`config.mk`:
```
export PLATFORM = sky130hd
export DESIGN_NAME = race_fsm
export DESIGN_NICKNAME = d
export VERILOG_FILES = /design/src/rtl/race_pkg.sv /design/src/rtl/frame_down_counter.sv /design/src/rtl/race_fsm.sv
export SDC_FILE = /design/constraint.sdc
export NUM_CORES = 1
export LEC_CHECK = 0
export ABC_AREA = 0
export CORE_MARGIN = 1.5
export CORE_UTILIZATION = 40
export CTS_CLUSTER_DIAMETER = 100
export DETAILED_ROUTE_END_ITERATION = 12
export GPL_TIMING_DRIVEN = 0
export PLACE_DENSITY = 0.65
export RECOVER_POWER = 50
export SKIP_LAST_GASP = 1
export SLEW_MARGIN = 20
export SYNTH_ARGS = -nofsm -noshare
export SYNTH_HDL_FRONTEND = slang
export SYNTH_SLANG_ARGS = --single-unit
```
`constraint.sdc`:
```
create_clock -name pclk -period 2.25 [get_ports pclk]
set_input_delay 0.675 -clock pclk [delete_from_list [all_inputs] [get_ports pclk]]
set_output_delay 0.675 -clock pclk [all_outputs]
set_load 0.005 [all_outputs]
```
`src/rtl/race_pkg.sv`:
```
// Shared types and widths for the race controller and its counters.
package race_pkg;

  typedef enum logic [2:0] {
    ST_IDLE      = 3'd0,
    ST_COUNTDOWN = 3'd1,
    ST_RACE      = 3'd2,
    ST_PAUSE     = 3'd3,
    ST_FINISH    = 3'd4
  } race_state_e;

  localparam int unsigned LAP_W = 4;
  localparam int unsigned RF_W  = 16;

  localparam logic [RF_W-1:0] RF_MAX = '1;

  // Frame timer stops at all-ones instead of wrapping to zero.
  function automatic logic [RF_W-1:0] rf_sat_inc(input logic [RF_W-1:0] v);
    return (v == RF_MAX) ? v : v + 1'b1;
  endfunction

endpackage

```
`src/rtl/frame_down_counter.sv`:
```
// Loadable down-counter that steps once per enabled frame and parks at zero.
module frame_down_counter #(
  parameter int unsigned W = 8
) (
  input  logic         clk,
  input  logic         rst,
  input  logic         load,
  input  logic [W-1:0] load_val,
  input  logic         dec,
  output logic [W-1:0] count
);

  logic [W-1:0] cnt_q, cnt_d;

  always_comb begin
    cnt_d = cnt_q;
    if (load) begin
      cnt_d = load_val;
    end else if (dec && (cnt_q != '0)) begin
      cnt_d = cnt_q - 1'b1;
    end
  end

  always_ff @(posedge clk) begin
    if (rst) begin
      cnt_q <= '0;
    end else begin
      cnt_q <= cnt_d;
    end
  end

  assign count = cnt_q;

endmodule

```
`src/rtl/race_fsm.sv`:
```
// Race game sequencer: countdown, timed race with per-car lap counting,
// pause/resume and a timed results screen.
module race_fsm
  import race_pkg::*;
#(
  parameter int N_PLAYERS  = 2,
  parameter int LAPS       = 3,
  parameter int CD_FRAMES  = 180,
  parameter int FIN_FRAMES = 300
) (
  input  logic                             pclk,
  input  logic                             rst,
  input  logic                             frame_tick,
  input  logic                             start,
  input  logic [N_PLAYERS-1:0]             lap_pulse,
  output logic [2:0]                       state,
  output logic [$clog2(CD_FRAMES+1)-1:0]   cd_left,
  output logic [N_PLAYERS*LAP_W-1:0]       laps,
  output logic [RF_W-1:0]                  race_frames,
  output logic [1:0]                       winner,
  output logic                             winner_valid
);

  localparam int unsigned CD_W   = $clog2(CD_FRAMES + 1);
  localparam int unsigned HOLD_W = $clog2(FIN_FRAMES + 1);

  localparam logic [LAP_W-1:0]  LAP_MAX = LAP_W'(LAPS);
  localparam logic [CD_W-1:0]   CD_INIT = CD_W'(CD_FRAMES);
  localparam logic [HOLD_W-1:0] FIN_INIT = HOLD_W'(FIN_FRAMES);

  race_state_e      state_q, state_d;
  logic [RF_W-1:0]  rf_q, rf_d;
  logic [1:0]       winner_q, winner_d;
  logic             wv_q, wv_d;

  logic             cd_load, cd_dec;
  logic             hold_load, hold_dec;
  logic             lap_clr;
  logic             in_race;
  logic [CD_W-1:0]  cd_cnt;
  logic [HOLD_W-1:0] hold_cnt;

  logic [N_PLAYERS-1:0] lap_hit;
  logic                 any_hit;
  logic [1:0]           hit_idx;

  assign in_race = (state_q == ST_RACE);

  frame_down_counter #(.W(CD_W)) u_cd_cnt (
    .clk      (pclk),
    .rst      (rst),
    .load     (cd_load),
    .load_val (CD_INIT),
    .dec      (cd_dec),
    .count    (cd_cnt)
  );

  frame_down_counter #(.W(HOLD_W)) u_hold_cnt (
    .clk      (pclk),
    .rst      (rst),
    .load     (hold_load),
    .load_val (FIN_INIT),
    .dec      (hold_dec),
    .count    (hold_cnt)
  );

  for (genvar g = 0; g < N_PLAYERS; g++) begin : g_car
    logic [LAP_W-1:0] lap_q, lap_d;

    always_comb begin
      lap_d = lap_q;
      if (lap_clr) begin
        lap_d = '0;
      end else if (in_race && lap_pulse[g] && (lap_q != LAP_MAX)) begin
        lap_d = lap_q + 1'b1;
      end
    end

    always_ff @(posedge pclk) begin
      if (rst) begin
        lap_q <= '0;
      end else begin
        lap_q <= lap_d;
      end
    end

    // A hit is the lap that moves this car from LAPS-1 to LAPS.
    assign lap_hit[g] = in_race && lap_pulse[g] && (lap_q == LAP_MAX - 1'b1);
    assign laps[g*LAP_W +: LAP_W] = lap_q;
  end

  always_comb begin
    hit_idx = '0;
    any_hit = 1'b0;
    for (int unsigned i = 0; i < N_PLAYERS; i++) begin
      if (lap_hit[i] && !any_hit) begin
        hit_idx = 2'(i);
        any_hit = 1'b1;
      end
    end
  end

  always_comb begin
    state_d   = state_q;
    rf_d      = rf_q;
    winner_d  = winner_q;
    wv_d      = wv_q;
    cd_load   = 1'b0;
    cd_dec    = 1'b0;
    hold_load = 1'b0;
    hold_dec  = 1'b0;
    lap_clr   = 1'b0;

    case (state_q)
      ST_IDLE: begin
        if (start) begin
          state_d = ST_COUNTDOWN;
          cd_load = 1'b1;
          lap_clr = 1'b1;
          rf_d    = '0;
          wv_d    = 1'b0;
        end
      end
      ST_COUNTDOWN: begin
        if (frame_tick) begin
          cd_dec = 1'b1;
          if (cd_cnt <= CD_W'(1)) begin
            state_d = ST_RACE;
          end
        end
      end
      ST_RACE: begin
        if (frame_tick) begin
          rf_d = rf_sat_inc(rf_q);
        end
        if (any_hit) begin
          state_d   = ST_FINISH;
          winner_d  = hit_idx;
          wv_d      = 1'b1;
          hold_load = 1'b1;
        end else if (start) begin
          state_d = ST_PAUSE;
        end
      end
      ST_PAUSE: begin
        if (start) begin
          state_d = ST_RACE;
        end
      end
      ST_FINISH: begin
        if (start) begin
          state_d = ST_IDLE;
        end else if (frame_tick) begin
          hold_dec = 1'b1;
          if (hold_cnt <= HOLD_W'(1)) begin
            state_d = ST_IDLE;
          end
        end
      end
      default: begin
        state_d = ST_IDLE;
      end
    endcase
  end

  always_ff @(posedge pclk) begin
    if (rst) begin
      state_q  <= ST_IDLE;
      rf_q     <= '0;
      winner_q <= '0;
      wv_q     <= 1'b0;
    end else begin
      state_q  <= state_d;
      rf_q     <= rf_d;
      winner_q <= winner_d;
      wv_q     <= wv_d;
    end
  end

  assign state        = state_q;
  assign cd_left      = cd_cnt;
  assign race_frames  = rf_q;
  assign winner       = winner_q;
  assign winner_valid = wv_q;

endmodule
```
# Yosys cells after proc, flatten, opt, wreduce, memory -nomap -nowiden
# Cells that the tools add are included.
# classes
n_lt_le_gt_ge	2
eq_ne	19
add_sub_neg	5
n_mux	32
reduce_logical	22
# op_table
operator	count
2-to-1 mux 16 bit	3
one-hot mux 16 bit (2 select lines)	1
2-to-1 mux 3 bit	9
2-to-1 mux 9 bit	2
adder 16 x 1 -> 16 bit, second input constant	1
== test 16 bit, second input constant	1
2-to-1 mux 8 bit	2
one-hot mux 3 bit (5 select lines)	1
2-to-1 mux 1 bit	13
inequality test 2 bit, second input constant	6
less-or-equal comparator 9 x 1 -> 1 bit, second input constant	1
logical AND 1 bit	9
nonzero test 9 bit	1
subtractor 9 x 1 -> 9 bit, second input constant	1
adder 4 x 1 -> 4 bit, second input constant	2
== test 4 x 2 -> 1 bit, second input constant	2
less-or-equal comparator 8 x 1 -> 1 bit, second input constant	1
inequality test 4 x 2 -> 1 bit, second input constant	2
nonzero test 8 bit	1
subtractor 8 x 1 -> 8 bit, second input constant	1
AND reduction 7 bit	1
== test 3 x 2 -> 1 bit, second input constant	2
inequality test 3 bit, second input constant	2
nonzero test 2 bit	3
11 further kinds	12
# totals
register_bits	47
wordCells	90
inputBits	6
output_inout_bits	38

# Longest topological paths before layout
# Gate-level depths: netlist (run 1).
# logic_depth
ltp_word	10
ltp_mapped	6
mapped_depth_nobuf	6

# Hierarchy
# Synthesis (run 1) repeated with hierarchy kept, for this count alone.
# unflattened
hier_cells	319
area_unflattened_um2	2751.4
# modules_own_cells
module	cells_per_inst	area_each_um2	instances	seq_area_each_um2
race_fsm	199	1739.2	1	580.6
frame_down_counter (u_hold_cnt)	60	514.2	1	180.2
frame_down_counter (u_cd_cnt)	60	498.0	1	160.2

# Worst setup path after synthesis (run 1)
# Ideal clock, no wire load.
# synth_timing
kind	input to register
startpoint	in start
endpoint	reg g_car[0].lap_q[0]
arrival_time_ps	2008
setup_time_ps	128
required_time_ps	2122
path_buffers	3
stages	6
setup_slack_ps	115
cell_sequence	or4b_2 > clkbuf_1 > nand2b_1 > clkbuf_1 > clkbuf_1 > nor2_1
# synth_via
elab_chain_len	3
# synth_lines
element	line_no	rtl
from (decl)	race_fsm.sv:14	input logic start,
2-to-1 mux 1 bit	race_fsm.sv:116	if (start) begin
2-to-1 mux 1 bit	race_fsm.sv:114	case (state_q)
OR reduction 2 bit (no line)	n/a	
to (signal assigned)	race_fsm.sv:83	lap_q <= lap_d;
to (decl)	race_fsm.sv:68	logic [LAP_W-1:0] lap_q, lap_d;
# Every way passes these cells.
# A chain may end at the register's enable or synchronous reset.

# Worst setup path after layout (run 1)
# layout_timing
startpoint	reg u_cd_cnt.cnt_q[3], in the netlist u_cd_cnt.count[3]
endpoint	reg state_q[1], in the netlist state[1]
# layout_via
elab_chain_len	3
# layout_lines
element	line_no	rtl
from (decl)	frame_down_counter.sv:13	logic [W-1:0] cnt_q, cnt_d;
from (signal assigned)	frame_down_counter.sv:28	cnt_q <= cnt_d;
less-or-equal comparator 8 x 1 -> 1 bit	race_fsm.sv:127	if (cd_cnt <= CD_W'(1)) begin
inequality test 2 bit (no line)	n/a	
AND reduction 7 bit (no line)	n/a	
to (signal assigned)	race_fsm.sv:173	state_q <= state_d;
to (decl)	race_fsm.sv:31	race_state_e state_q, state_d;
# Every way passes these cells.

==> metrics.yaml, run 1 <==
synth.area.top_cells: "dfxtp_1 36%, ha_1 5.3%, a21oi_1 4.8%"
rows: 29
crit_cells: 5
clock_path_buffers: 2
min_period_ps: 2208
clock-root-buffer: "clkbuf_8"
ys_top_cells_by_count: "46 x dfxtp_1, 25 x a21oi_1, 20 x nor2_1, 15 x clkbuf_1, 14 x or4_1"
synth-edff-count: 0
insertion_delay_ps: 300
die_y_um: 83.37
path_cells: "or4_1 -> buf_2 -> o41a_1 -> or4b_1 -> o21ai_1"
fillers: 619
synthCells: 304
worstPathRequired_ps: 2490
gr-total-overflow: 0
crit_fanout: 8
wl_per_cell_um: 14.41
hp-class: "reg -> reg"
route.antenna.remaining_nets: 0
total_power_mw: 1.750
synth_cell_types: 53
post-route-period-util_pct: 98.15
h-tree-depth: 2
grt_max_degree: 15
num_antenna_cells: 0
die_w_um: 83.37
wirelength_um: 6210
grt_pass1_vias: 2179
start_util_pct: 41.16
critPathCaptureType: "flip-flop"
avgSynthCellArea_um2: 8.499
synth_top_area_share_pct: 35.64
reg2reg_depth: 5
die-area_um2: 6951
cts_tree: "done"
drive_above_1_share_pct: 9.605
async_reset_ff_share_pct: 0
syn_to_final_growth_pct: 28.52
syn_area_um2: 2584
ys_ff_latch: 46
fmax_mhz: 452.8
hold_violations: 0
yosysSeqAreaShare_pct: 35.64
fin_skew_ps: 7.655
boundaryPins: 44
slew_viol_final: 0
start_kind: "flip-flop"
clk_pin_slew_ps: 90
relSlewSlack_pct: 52.49
critical-path-top-delay-family: "simple AND/OR/NAND/NOR gates"
initialDrtViolationCount: 137
cts.sinks: 46
cts_made_buffers: 5
antenna_found_initial: 0
crit_slowest_cell: "or4_1"
syn_nets: 321
cap_violations: 0
p_leak_nw: 1.118
synth-main-ff-cell: "dfxtp_1"
cpPeakStageDelay_ps: 530
crit_buf_inv: 1
yosys.area.top_type: "dfxtp_1"
post-route-drc-count: 0
powerDensity_nw_per_um2: 527.0
worst_ep_arrival_time_ps: 2440
rsz0062_at_grt: "yes"
firstDrtPassIters: 4
grtUsageTotal_pct: 18.30
outcome: "complete, no violations"
dp_hpwl_um: 4441
via_per_inst: 5.687
hold_depth: 2
yosys_warnings: 0
grt_pass1_wl_um: 10650
setup_violations: 0
ir_drop_mv: 0.2653
fin_nets: 370
setup-tns-final_ps: 0
vias: 2451
core_um2: 6277
portBuffers: 42
worstMarginPinSlew_ps: 710.7
gp_congestion: 0.7823
post-synth-top-count-cell: "dfxtp_1"
critical_path_class: "reg -> reg"
state kept, by name, summed over array words and instances (netlist names):
signal            flops
winner_valid          1
winner                1
g_car.lap_q           8
u_hold_cnt.count      9
state                 3
u_cd_cnt.count        8
race_frames          16
power by group:
| part | switching [mW] | leakage, nW | internal (mW) |
|---|---|---|---|
| sequential | 0.0276 | 0.372 | 0.836 |
| clock | 0.290 | 0.0579 | 0.327 |
| combinational | 0.142 | 0.687 | 0.127 |
repair_timing:
action | 4_1_cts | 5_1_grt
endpoints found under the setup margin | 38 | 18
hold buffers | 0 | 0
pin swaps | 1 | 0
buffers inserted | 2 | 0
gates resized for setup | 13 | 13
worst paths after layout:
path | start | endpoint | slack (ps)
setup / recovery | u_cd_cnt.count[3]$_SDFFE_PP0P_ | state[1]$_SDFFE_PP0P_ | 40
setup reg to reg | u_cd_cnt.count[3]$_SDFFE_PP0P_ | state[1]$_SDFFE_PP0P_ | 40
hold reg to reg | winner_valid$_SDFFE_PP0P_ | winner_valid$_SDFFE_PP0P_ | 460
hold / removal | winner_valid$_SDFFE_PP0P_ | winner_valid$_SDFFE_PP0P_ | 460
stage by stage:
step / cell area, µm² / worst slack [ps] / std cells / util (%) / hold slack, ps
final: 3321 / 41.58 / 431 / 52.90 / 456.5
after global routing: 3321 / -18.75 / 431 / 52.90 / 479.0
after CTS: 3274 / 12.47 / 431 / 52.16 / 464.4
after detailed placement: 3100 / -893.9 / 423 / 49.39 / 452.7
after global placement: 3100 / -896.0 / 423 / 49.39 / 450.4
after floorplan: 2584 / 114.8 / 304 / - / 452.7
worst register-to-register path, cell delays in order (launching register included):
cell	delay [ps]
dfxtp_1	370
or4_1	530
buf_2	170
o41a_1	400
or4b_1	530
o21ai_1	140
routing by layer:
layer / wire, µm / part of all wire (%) / track usage (%) / vias to the layer above
met1: 3089 / 50 / 26.52 / 1141
li1: - / - / - / 1252
met5: 0 / 0 / 0 / -
met2: 2773 / 45 / 27.64 / 54
met3: 300 / 4.8 / 4.175 / 4
met4: 46 / 0.74 / 4.242 / 0
cell type report:
cell class | instances | area, µm² | area share [%]
buffer | 16 | 81.33 | 2.449
clock buffer | 5 | 68.82 | 2.072
clock inverter | 3 | 40.04 | 1.206
inverter | 11 | 41.29 | 1.243
multi-input combinational | 229 | 1634 | 49.21
sequential | 46 | 920.9 | 27.73
tap | 77 | 96.34 | 2.901
timing repair buffer | 44 | 437.9 | 13.19
cells in the final DEF, fill, tap and decap left out, drive strengths merged, types with 3 or more instances in the layout:
master         instances
or4b                   3
xnor2                  3
o21ai                 14
nor2                  21
nor2b                  3
nand4                 10
o2111ai                3
inv                   11
or3                   11
clkdlybuf4s50         36
a211oi                 9
nand3                  8
xor2                   5
buf                    5
dlygate4sd3            5
and2                   5
a31oi                  6
nand2                 12
and3                   4
ha                    11
o31ai                 12
nand2b                 8
mux2i                  4
clkbuf                18
a21oi                 25
or4                   14
nor3                   7
dfxtp                 46
cells by family (layout without fill, tap and decap cells):
logic type / Yosys count / count (layout) / share of synthesized area [%]
and+or+nand+nor: 121 / 121 / 28.57
AOI/OAI and AO/OA: 83 / 83 / 21.16
DFF: 46 / 46 / 35.64
buffers and inverters: 29 / 79 / 4.455
adders and majority gates: 11 / 11 / 5.327
xor gates and xnor gates: 8 / 8 / 2.712
muxes: 5 / 5 / 1.986
other: 1 / 1 / 0.1451
(Power assumes the default switching activity.)
==> run 2, diff against run 1 <==
--- a/config.mk
+++ b/config.mk
@@ -7,4 +7,5 @@
 export LEC_CHECK = 0
 export ABC_AREA = 0
+export ABC_CLOCK_PERIOD_IN_PS = 2250
 export CORE_MARGIN = 1.5
 export CORE_UTILIZATION = 40
==> constraint.sdc (replaced) <==
create_clock -name pclk -period 2.25 [get_ports pclk]
set_input_delay 0.675 -clock pclk [delete_from_list [all_inputs] [get_ports pclk]]
set_output_delay 0.675 -clock pclk [all_outputs]
set_load 0.1 [all_outputs]
==> run 2 against run 1 <==
Against the previous run:
- critical path depth decreased by 4
- clock power increased by 2%
- non-clock buffer count unchanged
- highest routed layer unchanged
- fmax about the same
- clock skew increased by 0.56 ps
- setup slack got worse by 1.2 ps
- sequential power about the same
==> metrics.yaml, run 2 (synthesized netlist as in run 1, its figures left out) <==
critical_path_class: "reg -> out"
crit_slowest_cell: "dlygate4sd2_1"
powerDensity_nw_per_um2: 585.1  # +11%
internal_power_mw: 1.279  # -0.88%
start_kind: "flip-flop"
setup_violations: 0  # unchanged
final_common_cell: "dfxtp_1"
min_period_ps: 2210  # +1.209 ps
portBuffers: 42  # unchanged
cpPeakStageDelay_ps: 860  # +330 ps
post-route-drc-count: 0  # unchanged
core_um2: 6277  # unchanged
syn_to_final_growth_pct: 26.34
clock-root-buffer: "clkbuf_8"
relSlewSlack_pct: 36.20  # -16 points
met1_length_um: 3030  # -1.9%
final_cell_mix: "26 x dfxtp_1, 25 x a21oi_1, 20 x nor2_1, 20 x dfxtp_2, 14 x or4_1"
worst_ep_arrival_time_ps: 1530  # -910 ps
reg2reg_slack_ps: 80  # +40 ps
drive_above_1_share_pct: 19.49  # +9.9 points
via_per_inst: 5.845  # +2.8%
switching_share_pct: 33.04  # +6.8 points
rsz0062_at_grt: "yes"
gr-total-overflow: 0  # unchanged
fillers: 586  # -5.3%
fin_nets: 370  # unchanged
fin_ws_ps: 40.37  # -1.210 ps
hold_depth: 2  # unchanged
p_leak_nw: 1.163  # +4.0%
grt_pass1_wl_um: 10670  # +0.26%
reg2reg_depth: 5  # unchanged
route.antenna.remaining_nets: 0  # unchanged
start_util_pct: 41.16  # unchanged
h-tree-depth: 2  # unchanged
fmax_mhz: 452.6  # about the same
outcome: "complete, no violations"
critPathCaptureType: "primary output"
cts_tree: "done"
largest_register_ffs: 16  # unchanged
gp_congestion: 0.8274  # +5.8%
holdPathEnd: "winner_valid$_SDFFE_PP0P_"
die-area_um2: 6951  # unchanged
critical-path-top-delay-family: "buffers and inverters"
p_clk_share_pct: 33.1  # -2.2 points
top_layer: "met4"
hold_buffers: 0  # unchanged
antenna_found_initial: 0  # unchanged
r2r_start: "u_cd_cnt.count[3]$_SDFFE_PP0P_"
hp-class: "reg -> reg"
worstPathRequired_ps: 1570  # -920 ps
wl_per_cell_um: 14.43  # +0.13%
path_cells: "dlygate4sd2_1"
rows: 29  # unchanged
boundaryPins: 44  # unchanged
min-delay-start: "winner_valid$_SDFFE_PP0P_"
combPwrFrac_pct: 21.6  # +6.2 points
total_power_mw: 1.910  # +9.1%
post-route-period-util_pct: 98.21  # about the same
cap_violations: 0  # unchanged
cts.sinks: 46  # unchanged
clk_pin_slew_ps: 90  # about the same
die_y_um: 83.37  # unchanged
vias: 2519  # +2.8%
grt_max_degree: 16  # +1
grtUsageTotal_pct: 18.52  # +0.22 points
crit_fanout: 6  # -2
wl_met3_um: 331  # +10%
r2r_end: "state[1]$_SDFFE_PP0P_"
cts_made_buffers: 5  # unchanged
clock_path_buffers: 2  # unchanged
wirelength_um: 6218  # +0.13%
hold_violations: 0  # unchanged
dp_hpwl_um: 4479  # +0.86%
crit_buf_inv: 1  # unchanged
num_antenna_cells: 0  # unchanged
firstDrtPassIters: 4  # unchanged
worstMarginPinSlew_ps: 960.7  # +250.0 ps
ir_drop_mv: 0.3550  # +34%
insertion_delay_ps: 310  # about the same
die_w_um: 83.37  # unchanged
initialDrtViolationCount: 149  # +8.8%
dr_wl_met2_um: 2778  # +0.18%
grt_pass1_vias: 2216  # +1.7%
fin_skew_ps: 8.212  # +0.5567 ps
dp_slack_ps: -1002  # -108.4 ps
power.share.sequential_pct: 45.3  # -4.1 points
switchingPower_mw: 0.6310  # +37%
slew_viol_final: 0  # unchanged
## run 2: tightest hold or removal path: stages (launching register included)
cell and delay [ps]:
dfxtp_1 310, nand2_1 50, a21oi_1 50
## run 2: metrics by stage
stage          cells  TNS, ps  instance area, µm²  hold slack [ps]  util (%)
3_3_place_gp     423   -27000                3133            445.2     49.91
3_5_place_dp     423   -28060                3133            449.2     49.91
5_1_grt          431   -2.435                3264            478.4     52.00
4_1_cts          431        0                3282            458.8     52.28
2_1_floorplan    304   -436.3                2616            460.6         -
6_report         431        0                3264            455.2     52.00
## run 2: final cells by class
cell class | count | area (µm²) | share of cell area (%)
multi-input combinational | 229 | 1610 | 49.33
tap | 77 | 96.34 | 2.951
sequential | 46 | 945.9 | 28.98
clock inverter | 3 | 45.04 | 1.380
inverter | 11 | 41.29 | 1.265
clock buffer | 5 | 68.82 | 2.108
buffer | 16 | 81.33 | 2.491
timing repair buffer | 44 | 375.4 | 11.50
## run 2: what timing repair did
| item | in CTS | in global routing |
|---|---|---|
| pin swaps | 1 | 1 |
| endpoints found under the setup margin | 75 | 38 |
| resized for setup | 67 | 33 |
| setup buffers | 2 | 0 |
## run 2: routing by layer
metal,up-vias,track usage [%]
met5,-,0
met3,7,3.976
met2,70,29.19
met1,1186,25.43
li1,1256,-
met4,0,5.606
## run 2: worst max-delay path by stage
stage	startpoint	end	slack [ps]	cells past startpoint
after CTS	race_frames[9]$_SDFFE_PP0P_	race_frames[9]	0.7	1
after detailed placement	start	race_frames[12]$_SDFFE_PP0P_	-1000	7
after floorplan	race_frames[15]$_SDFFE_PP0P_	race_frames[6]$_SDFFE_PP0P_	-120	5
final	u_cd_cnt.count[4]$_SDFFE_PP0P_	cd_left[4]	40	1
after global placement	start	race_frames[12]$_SDFFE_PP0P_	-950	7
after global routing	state[1]$_SDFFE_PP0P_	u_hold_cnt.count[1]$_SDFFE_PP0P_	-2	5
## run 2: power groups by stage
stage	logic (mW)	registers (mW)	clock network [mW]
floorplan	0.164	1.04	0
global placement	0.414	0.885	0
detailed placement	0.418	0.885	0
CTS	0.415	0.866	0.647
global route	0.445	0.871	0.684
finish	0.413	0.866	0.631
